`config.mk`:
```
export PLATFORM = sky130hd
export DESIGN_NAME = edge_event_detector
export DESIGN_NICKNAME = d
export VERILOG_FILES = /design/src/rtl/edge_event_detector.sv
export SDC_FILE = /design/constraint.sdc
export NUM_CORES = 1
export LEC_CHECK = 0
export ABC_AREA = 1
export CORE_MARGIN = 4
export CORE_UTILIZATION = 49
export CTS_CLUSTER_SIZE = 10
export DETAILED_ROUTE_END_ITERATION = 12
export PLACE_DENSITY = 0.89
export SLEW_MARGIN = 40
export SYNTH_ARGS = -nofsm -noshare
export SYNTH_HDL_FRONTEND = slang
export SYNTH_SLANG_ARGS = --single-unit
```
`constraint.sdc`:
```
create_clock -name clk -period 1.5 [get_ports clk]
set_input_delay 0.3 -clock clk [delete_from_list [all_inputs] [get_ports clk]]
set_output_delay 0.3 -clock clk [all_outputs]
set_load 0.02 [all_outputs]
```
`src/rtl/edge_event_detector.sv`:
```
// rtl/edge_event_detector.sv - multi-channel synchronised edge detector with sticky pending flags and event port
module edge_event_detector #(
    parameter int CHANNELS    = 4,
    parameter int SYNC_STAGES = 2,
    parameter int IDX_W       = 2
) (
    input  logic                    clk,
    input  logic                    reset,
    input  logic [CHANNELS-1:0]     in_i,
    input  logic [2*CHANNELS-1:0]   mode_i,
    output logic [CHANNELS-1:0]     pulse_o,
    output logic [CHANNELS-1:0]     pending_o,
    output logic [CHANNELS-1:0]     overflow_o,
    input  logic                    ovf_clr_i,
    output logic                    evt_valid_o,
    output logic [IDX_W-1:0]        evt_idx_o,
    input  logic                    evt_ready_i
);

    typedef enum logic {S_IDLE, S_OFFER} state_t;

    logic [SYNC_STAGES-1:0][CHANNELS-1:0] sync_q;
    logic [CHANNELS-1:0] hist_q;
    logic [CHANNELS-1:0] last;
    logic [CHANNELS-1:0] pulse;
    logic [CHANNELS-1:0] clr_mask;
    logic [CHANNELS-1:0] pending_q, pending_d;
    logic [CHANNELS-1:0] overflow_q, overflow_d;
    logic [IDX_W-1:0]    lowest;
    logic [IDX_W-1:0]    idx_q, idx_d;
    state_t              state_q, state_d;

    // Chain and history run regardless of mode so a mode change never fakes an edge.
    always_ff @(posedge clk) begin
        if (reset) begin
            sync_q <= '0;
            hist_q <= '0;
        end else begin
            sync_q[0] <= in_i;
            for (int k = 1; k < SYNC_STAGES; k++) begin
                sync_q[k] <= sync_q[k-1];
            end
            hist_q <= sync_q[SYNC_STAGES-1];
        end
    end

    assign last = sync_q[SYNC_STAGES-1];

    always_comb begin
        pulse = '0;
        for (int c = 0; c < CHANNELS; c++) begin
            case ({mode_i[2*c+1], mode_i[2*c]})
                2'b01:   pulse[c] = last[c] & ~hist_q[c];
                2'b10:   pulse[c] = ~last[c] & hist_q[c];
                2'b11:   pulse[c] = last[c] ^ hist_q[c];
                default: pulse[c] = 1'b0;
            endcase
        end
    end

    always_comb begin
        clr_mask = '0;
        if (state_q == S_OFFER && evt_ready_i) begin
            clr_mask[idx_q] = 1'b1;
        end
    end

    // A new edge on the channel being accepted re-arms pending without counting as overflow.
    always_comb begin
        pending_d  = (pending_q & ~clr_mask) | pulse;
        overflow_d = (ovf_clr_i ? '0 : overflow_q) | (pulse & pending_q & ~clr_mask);
    end

    always_comb begin
        lowest = '0;
        for (int c = CHANNELS - 1; c >= 0; c--) begin
            if (pending_q[c]) begin
                lowest = IDX_W'(c);
            end
        end
    end

    always_comb begin
        state_d     = state_q;
        idx_d       = idx_q;
        evt_valid_o = 1'b0;
        case (state_q)
            S_IDLE: begin
                if (pending_q != '0) begin
                    idx_d   = lowest;
                    state_d = S_OFFER;
                end
            end
            S_OFFER: begin
                evt_valid_o = 1'b1;
                if (evt_ready_i) begin
                    state_d = S_IDLE;
                end
            end
            default: state_d = S_IDLE;
        endcase
    end

    always_ff @(posedge clk) begin
        if (reset) begin
            pending_q  <= '0;
            overflow_q <= '0;
            idx_q      <= '0;
            state_q    <= S_IDLE;
        end else begin
            pending_q  <= pending_d;
            overflow_q <= overflow_d;
            idx_q      <= idx_d;
            state_q    <= state_d;
        end
    end

    assign pulse_o    = pulse;
    assign pending_o  = pending_q;
    assign overflow_o = overflow_q;
    assign evt_idx_o  = idx_q;

endmodule

```
==> impl_metrics.yaml, run 1 <==
final_layout:
  area_delta_synth_final_pct: 56.2
  final.fill_count: 129
  finalInstanceArea_sq_mm: 0.00164
  post-route-util_pct: 82.0
  nets: 219
  antennaDiodeCount: 0
  multi_input_area_sq_um: 542
  drive_gt1_share_pct: 34.5
  regArea_sq_um: 470
place:
  placed_area_sq_mm: 0.00149
  gp_congestion: 0.783
  portBuffers: 30
  hpwlAfterDp_microns: 1790
floorplanning:
  io_pins: 31
  initial_core_util_pct: 52.5
  die_x_microns: 54.3
  rows: 16
  dieArea_sq_mm: 0.00295
  fp.dieH_microns: 54.3
  core_sq_mm: 0.00200
clock_tree:
  path_clk_slew_ns: 0.12
  clk_latency_ns: 0.31
  cts_tree: "built"
  cts_htree_levels: 1
  numCtsBuffers: 3
  ctsHoldBuffers: 0
  max-clock-path-buffers: 2
  ctsRootBufferMaster: "clkbuf_4"
  clock_sinks: 23
grt:
  grt_usage_pct: 21.0
  grt_pass1_wl_microns: 4360
  grt_pass1_vias: 1086
  antenna_found_initial: 0
  grt_max_degree: 14
  grt_overflow: 0
timing:
  drv_slew: 0
  fmax_mhz: 624
  fin_ws_ns: -0.103
  rsz0062_at_grt: "true"
  fin_crit_ns: 1.60
  finalCritPeriodShare_pct: 107
  fin_tns_setup_ns: -0.324
  worstMarginPinSlew_ns: 0.231
  skew_ns: 0.00240
  setup_violations: 4
  report.final.hold_viol_count: 0
  relSlewSlack_pct: 84.7
setup_path:
  reg2reg_slack_ns: 0.06
  crit_path_max_fanout: 2
  arrival_ns: 1.30
  worst-r2r-cell-count: 9
  cp.required_ns: 1.20
  start_kind: "flop"
  crit_type: "flop to output port"
  crit_path_end_kind: "output port"
pwr:
  power_density_mw_per_mm2: 761
  peakVddDrop_v: 0.000587
  p_leak_nw: 0.811
synthesis:
  synthMuxAreaShare_pct: 0
  yosys.area_share.simple_pct: 24.8
  synthAdderAreaFrac_pct: 9.52
  syn-cell-area_sq_mm: 0.00105
  synth_area_leaders: "dfxtp_1, inv_1, nor2_1"
  synth_seq_area_share_pct: 43.8
  syn-num-nets: 169
  synth_area_leader_cell: "dfxtp_1"
  avgSynthCellArea_sq_um: 7.25
  ys_async_sr_fraction_pct: 0
  synth-main-ff-cell: "dfxtp_1"
  ys_types: 15
  yosysMostFrequentCell: "inv_1"
  yosys_warnings: 0
  ys_ff_latch: 23
  synthCells: 145
  synth_common_cells: "inv_1, nor2_1, dfxtp_1, nand3_1, nand2_1"
  synth_compound_area_share_pct: 7.02
  synth-xor-area-share_pct: 0
  synth_top_family_by_area: "simple AND/OR/NAND/NOR gates"
  synth_top_area_share_pct: 43.8
  synth_edf_count: 0
routing:
  num_vias: 1058
  antenna_left: 0
  dr.pass1.iters: 5
  viasPerCell: 4.79
  drt-initial-drc-count: 16
  wl_per_cell_microns: 12.3
  drc: 0
  routed_wl_microns: 2710
run_status:
  status: "finished with violations"
  violations: "negative setup slack"
min_path:
  worstHoldPathType: "flop to flop"
  whs_path_depth: 2
job:
  drv_cap: 0
worst paths after layout:
path | start | end
setup reg to reg | hist_q[1] | pending_o[1]
hold reg to reg | sync_q[1] | last[1]
setup / recovery | hist_q[1] | pulse_o[1]
hold / removal | sync_q[1] | last[1]
worst max-delay path, stage by stage (launching register included):
cell and delay (ns):
dfxtp_2 0.35, buf_4 0.12, ha_2 0.18, nand3_1 0.09, nand3_2 0.11, buf_6 0.14
cell type report:
cell class                 instances  area share (%)
multi-input combinational         81            33.0
sequential                        23            28.7
timing repair buffer              47            25.8
inverter                          39            8.92
tap                               27            2.06
clock buffer                       4            1.60
sequential cells by signal (all words and copies together), names as in the netlist:
name / cells
overflow_o: 4
sync_q: 4
evt_idx_o: 2
hist_q: 4
last: 4
pending_o: 4
state_q: 1
metal layers:
layer	vias up	track usage, %	wire [microns]
li1	524	-	-
met1	479	19.9	980
met2	42	40.6	1470
met3	13	3.27	152
met4	0	14.1	107
met5	-	0	0
per-stage QoR:
step / setup WS [ns] / cells / hold WS (ns) / power [mW]
4_1_cts: -0.0777 / 222 / 0.409 / 1.24
2_1_floorplan: 0.257 / 145 / 0.388 / 0.808
3_3_place_gp: -0.394 / 215 / 0.390 / 0.940
3_5_place_dp: -0.441 / 215 / 0.396 / 0.954
5_1_grt: -0.148 / 221 / 0.429 / 1.31
6_report: -0.103 / 221 / 0.410 / 1.25
kinds of logic after synthesis:
kind of cell,Yosys count
AO/OA/AOI/OAI,11
adder cells (fa/ha/maj),8
buffers and inverters,41
AND/OR/NAND/NOR,62
flip-flops,23
power by group:
part | internal, mW | total (mW) | switching (mW)
clock | 0.104 | 0.288 | 0.184
sequential | 0.643 | 0.667 | 0.0239
combinational | 0.139 | 0.293 | 0.154
total | 0.887 | 1.25 | 0.362
layout by cell type, fill, tap and decap left out:
master	instances
a21oi_1	3
a21oi_2	3
buf_4	16
buf_6	5
clkbuf_1	1
clkbuf_4	3
clkdlybuf4s50_1	15
dfxtp_1	15
dfxtp_2	8
dlygate4sd2_1	11
ha_1	1
ha_2	3
ha_4	4
inv_1	29
inv_2	10
nand2_1	14
nand2_2	1
nand3_1	6
nand3_2	10
nor2_1	29
nor2_2	2
o21ai_0	2
o21ai_1	1
o21ai_2	2
repair_timing:
action	4_1_cts	5_1_grt
setup endpoints to repair	15	6
setup buffers	3	0
gates resized for setup	66	3
pin swaps	12	5
hold endpoints to repair	0	0
(Power assumes the default switching activity.)
==> run 2, diff against run 1 <==
--- a/config.mk
+++ b/config.mk
@@ -6,6 +6,7 @@
 export NUM_CORES = 1
 export LEC_CHECK = 0
 export ABC_AREA = 1
+export CORE_ASPECT_RATIO = 0.8
 export CORE_MARGIN = 4
 export CORE_UTILIZATION = 49
 export CTS_CLUSTER_SIZE = 10
==> run 2 against run 1 <==
Net effect:
- the run still ends with negative setup slack left
- global-route usage grew 1.0 points
- final cell count grew 0.90%
- clock power is essentially flat
- power grew 2.0%
- sequential share of layout area shrank 1.0 points
- combinational power grew 8.9%
- hold slack gained 0.00052 ns
- wire length grew 12%
- sequential power is essentially flat
- core utilization grew 4.5 points
- critical path depth grew 1
- die area grew 0.15%
==> impl_metrics.yaml, run 2 (synthesis results as in run 1) <==
run_status:
  status: "finished with violations"
  violations: "negative setup slack"
min_path:
  worstHoldPathType: "flop to flop"
  whs_path_depth: 2
  min_from: "sync_q[3]"
clock_tree:
  cts_htree_levels: 1
  max-clock-path-buffers: 2
  clock_sinks: 23
  clk_latency_ns: 0.31
  numCtsBuffers: 3
  path_clk_slew_ns: 0.12
  cts_tree: "built"
  ctsRootBufferMaster: "clkbuf_4"
  ctsHoldBuffers: 0
grt:
  grt_usage_pct: 22.1
  grt_pass1_vias: 1137
  grt_overflow: 0
  grt_pass1_wl_microns: 4870
  grt_max_degree: 14
  use_met1_pct: 22.2
  antenna_found_initial: 0
  grt.met2_usage_pct: 41.9
  grt-busiest-layer: "met2"
  use_met3_pct: 4.23
final_layout:
  final_cell_mix: "inv_1, nor2_1, buf_4, dfxtp_1, clkdlybuf4s50_1"
  final.fill_count: 117
  drive_gt1_share_pct: 37.7
  multi_input_area_sq_um: 557
  finalInstanceArea_sq_mm: 0.00170
  regArea_sq_um: 469
  nets: 224
  area_delta_synth_final_pct: 61.4
  antennaDiodeCount: 0
  final_common_cell: "inv_1"
setup_path:
  worst-r2r-cell-count: 10
  start_kind: "flop"
  cp_common_cell: "inv_2"
  crit_path_max_fanout: 2
  crit_type: "flop to output port"
  reg2reg_slack_ns: 0.07
  cp.required_ns: 1.20
  cp_cell_sequence: "inv_2 > ha_4 > inv_2 > nand3_2 > nand3_4 > buf_6"
  timing.rr.start: "hist_q[3]"
  crit_path_end_kind: "output port"
  path_delay_family: "flip-flops"
  cp_num_buf_inv: 3
  slowest_delay_ns: 0.35
  path_depth: 6
  cp_slowest_cell: "dfxtp_2"
  arrival_ns: 1.29
  crit_path_start: "hist_q[1]"
place:
  placed_area_sq_mm: 0.00148
  portBuffers: 30
  hpwlAfterDp_microns: 1800
  gp_congestion: 0.748
pwr:
  p_int_mw: 0.898
  power_frac_clock_pct: 22.6
  p_sw_share_pct: 29.5
  power_density_mw_per_mm2: 751
  p_leak_nw: 0.843
  peakVddDrop_v: 0.000719
  p_comb_share_pct: 25.0
  switchingPower_mw: 0.375
  pwr-share-seq_pct: 52.4
routing:
  num_vias: 1129
  wl_per_cell_microns: 13.6
  routed_wl_microns: 3040
  dr.pass1.iters: 4
  antenna_left: 0
  drt-initial-drc-count: 26
  drc: 0
  viasPerCell: 5.06
timing:
  fin_ws_ns: -0.0917
  skew_ns: 0.00369
  fin_crit_ns: 1.59
  rsz0062_at_grt: "true"
  relSlewSlack_pct: 81.7
  drv_slew: 0
  finalCritPeriodShare_pct: 106
  worstMarginPinSlew_ns: 0.274
  fin_tns_setup_ns: -0.352
  report.final.hold_viol_count: 0
  fmax_mhz: 628
  setup_violations: 4
floorplanning:
  die_x_microns: 59.8
  io_pins: 31
  initial_core_util_pct: 53.6
  dieArea_sq_mm: 0.00295
  core_sq_mm: 0.00196
  fp.dieH_microns: 49.4
  rows: 14
job:
  drv_cap: 0
[run 2: changes by cell type in the layout (fill, tap and decap cells not counted), moves of 2 or more]
cell and delta:
buf_6 +2, buf_4 +3, nor2_1 -4, nor2_2 +3
[run 2: layout make-up]
cell class,count,area share (%)
Clock buffer,4,1.55
Sequential cell,23,27.7
Multi-Input combinational cell,81,32.8
Tap cell,24,1.77
Timing Repair Buffer,52,27.6
Inverter,39,8.63
[run 2: repair_timing]
action / CTS / global route
gates cloned: 0 / 0
pin swaps: 11 / 6
gates resized for setup: 66 / 10
setup buffers: 8 / 1
setup endpoints to repair: 15 / 10
[run 2: worst reg2reg max path: cells and delay by family, from the launching register on]
family / cells / cell delay [ns]
flip-flops: 1 / 0.36
AND/OR/NAND/NOR: 4 / 0.27
adder cells (fa/ha/maj): 1 / 0.26
buffers and inverters: 5 / 0.45
[run 2: final timing paths]
check	endpoint
max reg2reg	pending_o[3]
min	last[3]
max	pulse_o[1]
min reg2reg	last[3]
[run 2: metrics by stage]
| step | hold slack [ns] | std cells | setup WS, ns | util (%) | total power, mW |
|---|---|---|---|---|---|
| final | 0.411 | 223 | -0.0917 | 86.5 | 1.27 |
| after global routing | 0.436 | 223 | -0.164 | 86.5 | 1.33 |
| after CTS | 0.410 | 224 | -0.104 | 85.0 | 1.25 |
| after detailed placement | 0.397 | 212 | -0.430 | 75.6 | 0.955 |
| after global placement | 0.390 | 212 | -0.387 | 75.6 | 0.939 |
| after floorplan | 0.388 | 145 | 0.257 | - | 0.808 |
[run 2: power groups by stage]
stage          logic (mW)  clock network, mW  registers [mW]
6_report            0.319              0.287           0.668
5_1_grt             0.349              0.305           0.673
4_1_cts             0.297              0.287           0.667
3_5_place_dp        0.276                  0           0.678
3_3_place_gp        0.264                  0           0.676
2_1_floorplan       0.106                  0           0.701
[run 2: metal layers]
layer | routed length (microns) | share of wire, % | vias to the layer above
met3 | 192 | 6.3 | 16
met1 | 1060 | 35 | 525
met4 | 105 | 3.5 | 0
met5 | 0 | 0 | -
li1 | - | - | 537
met2 | 1670 | 55 | 51
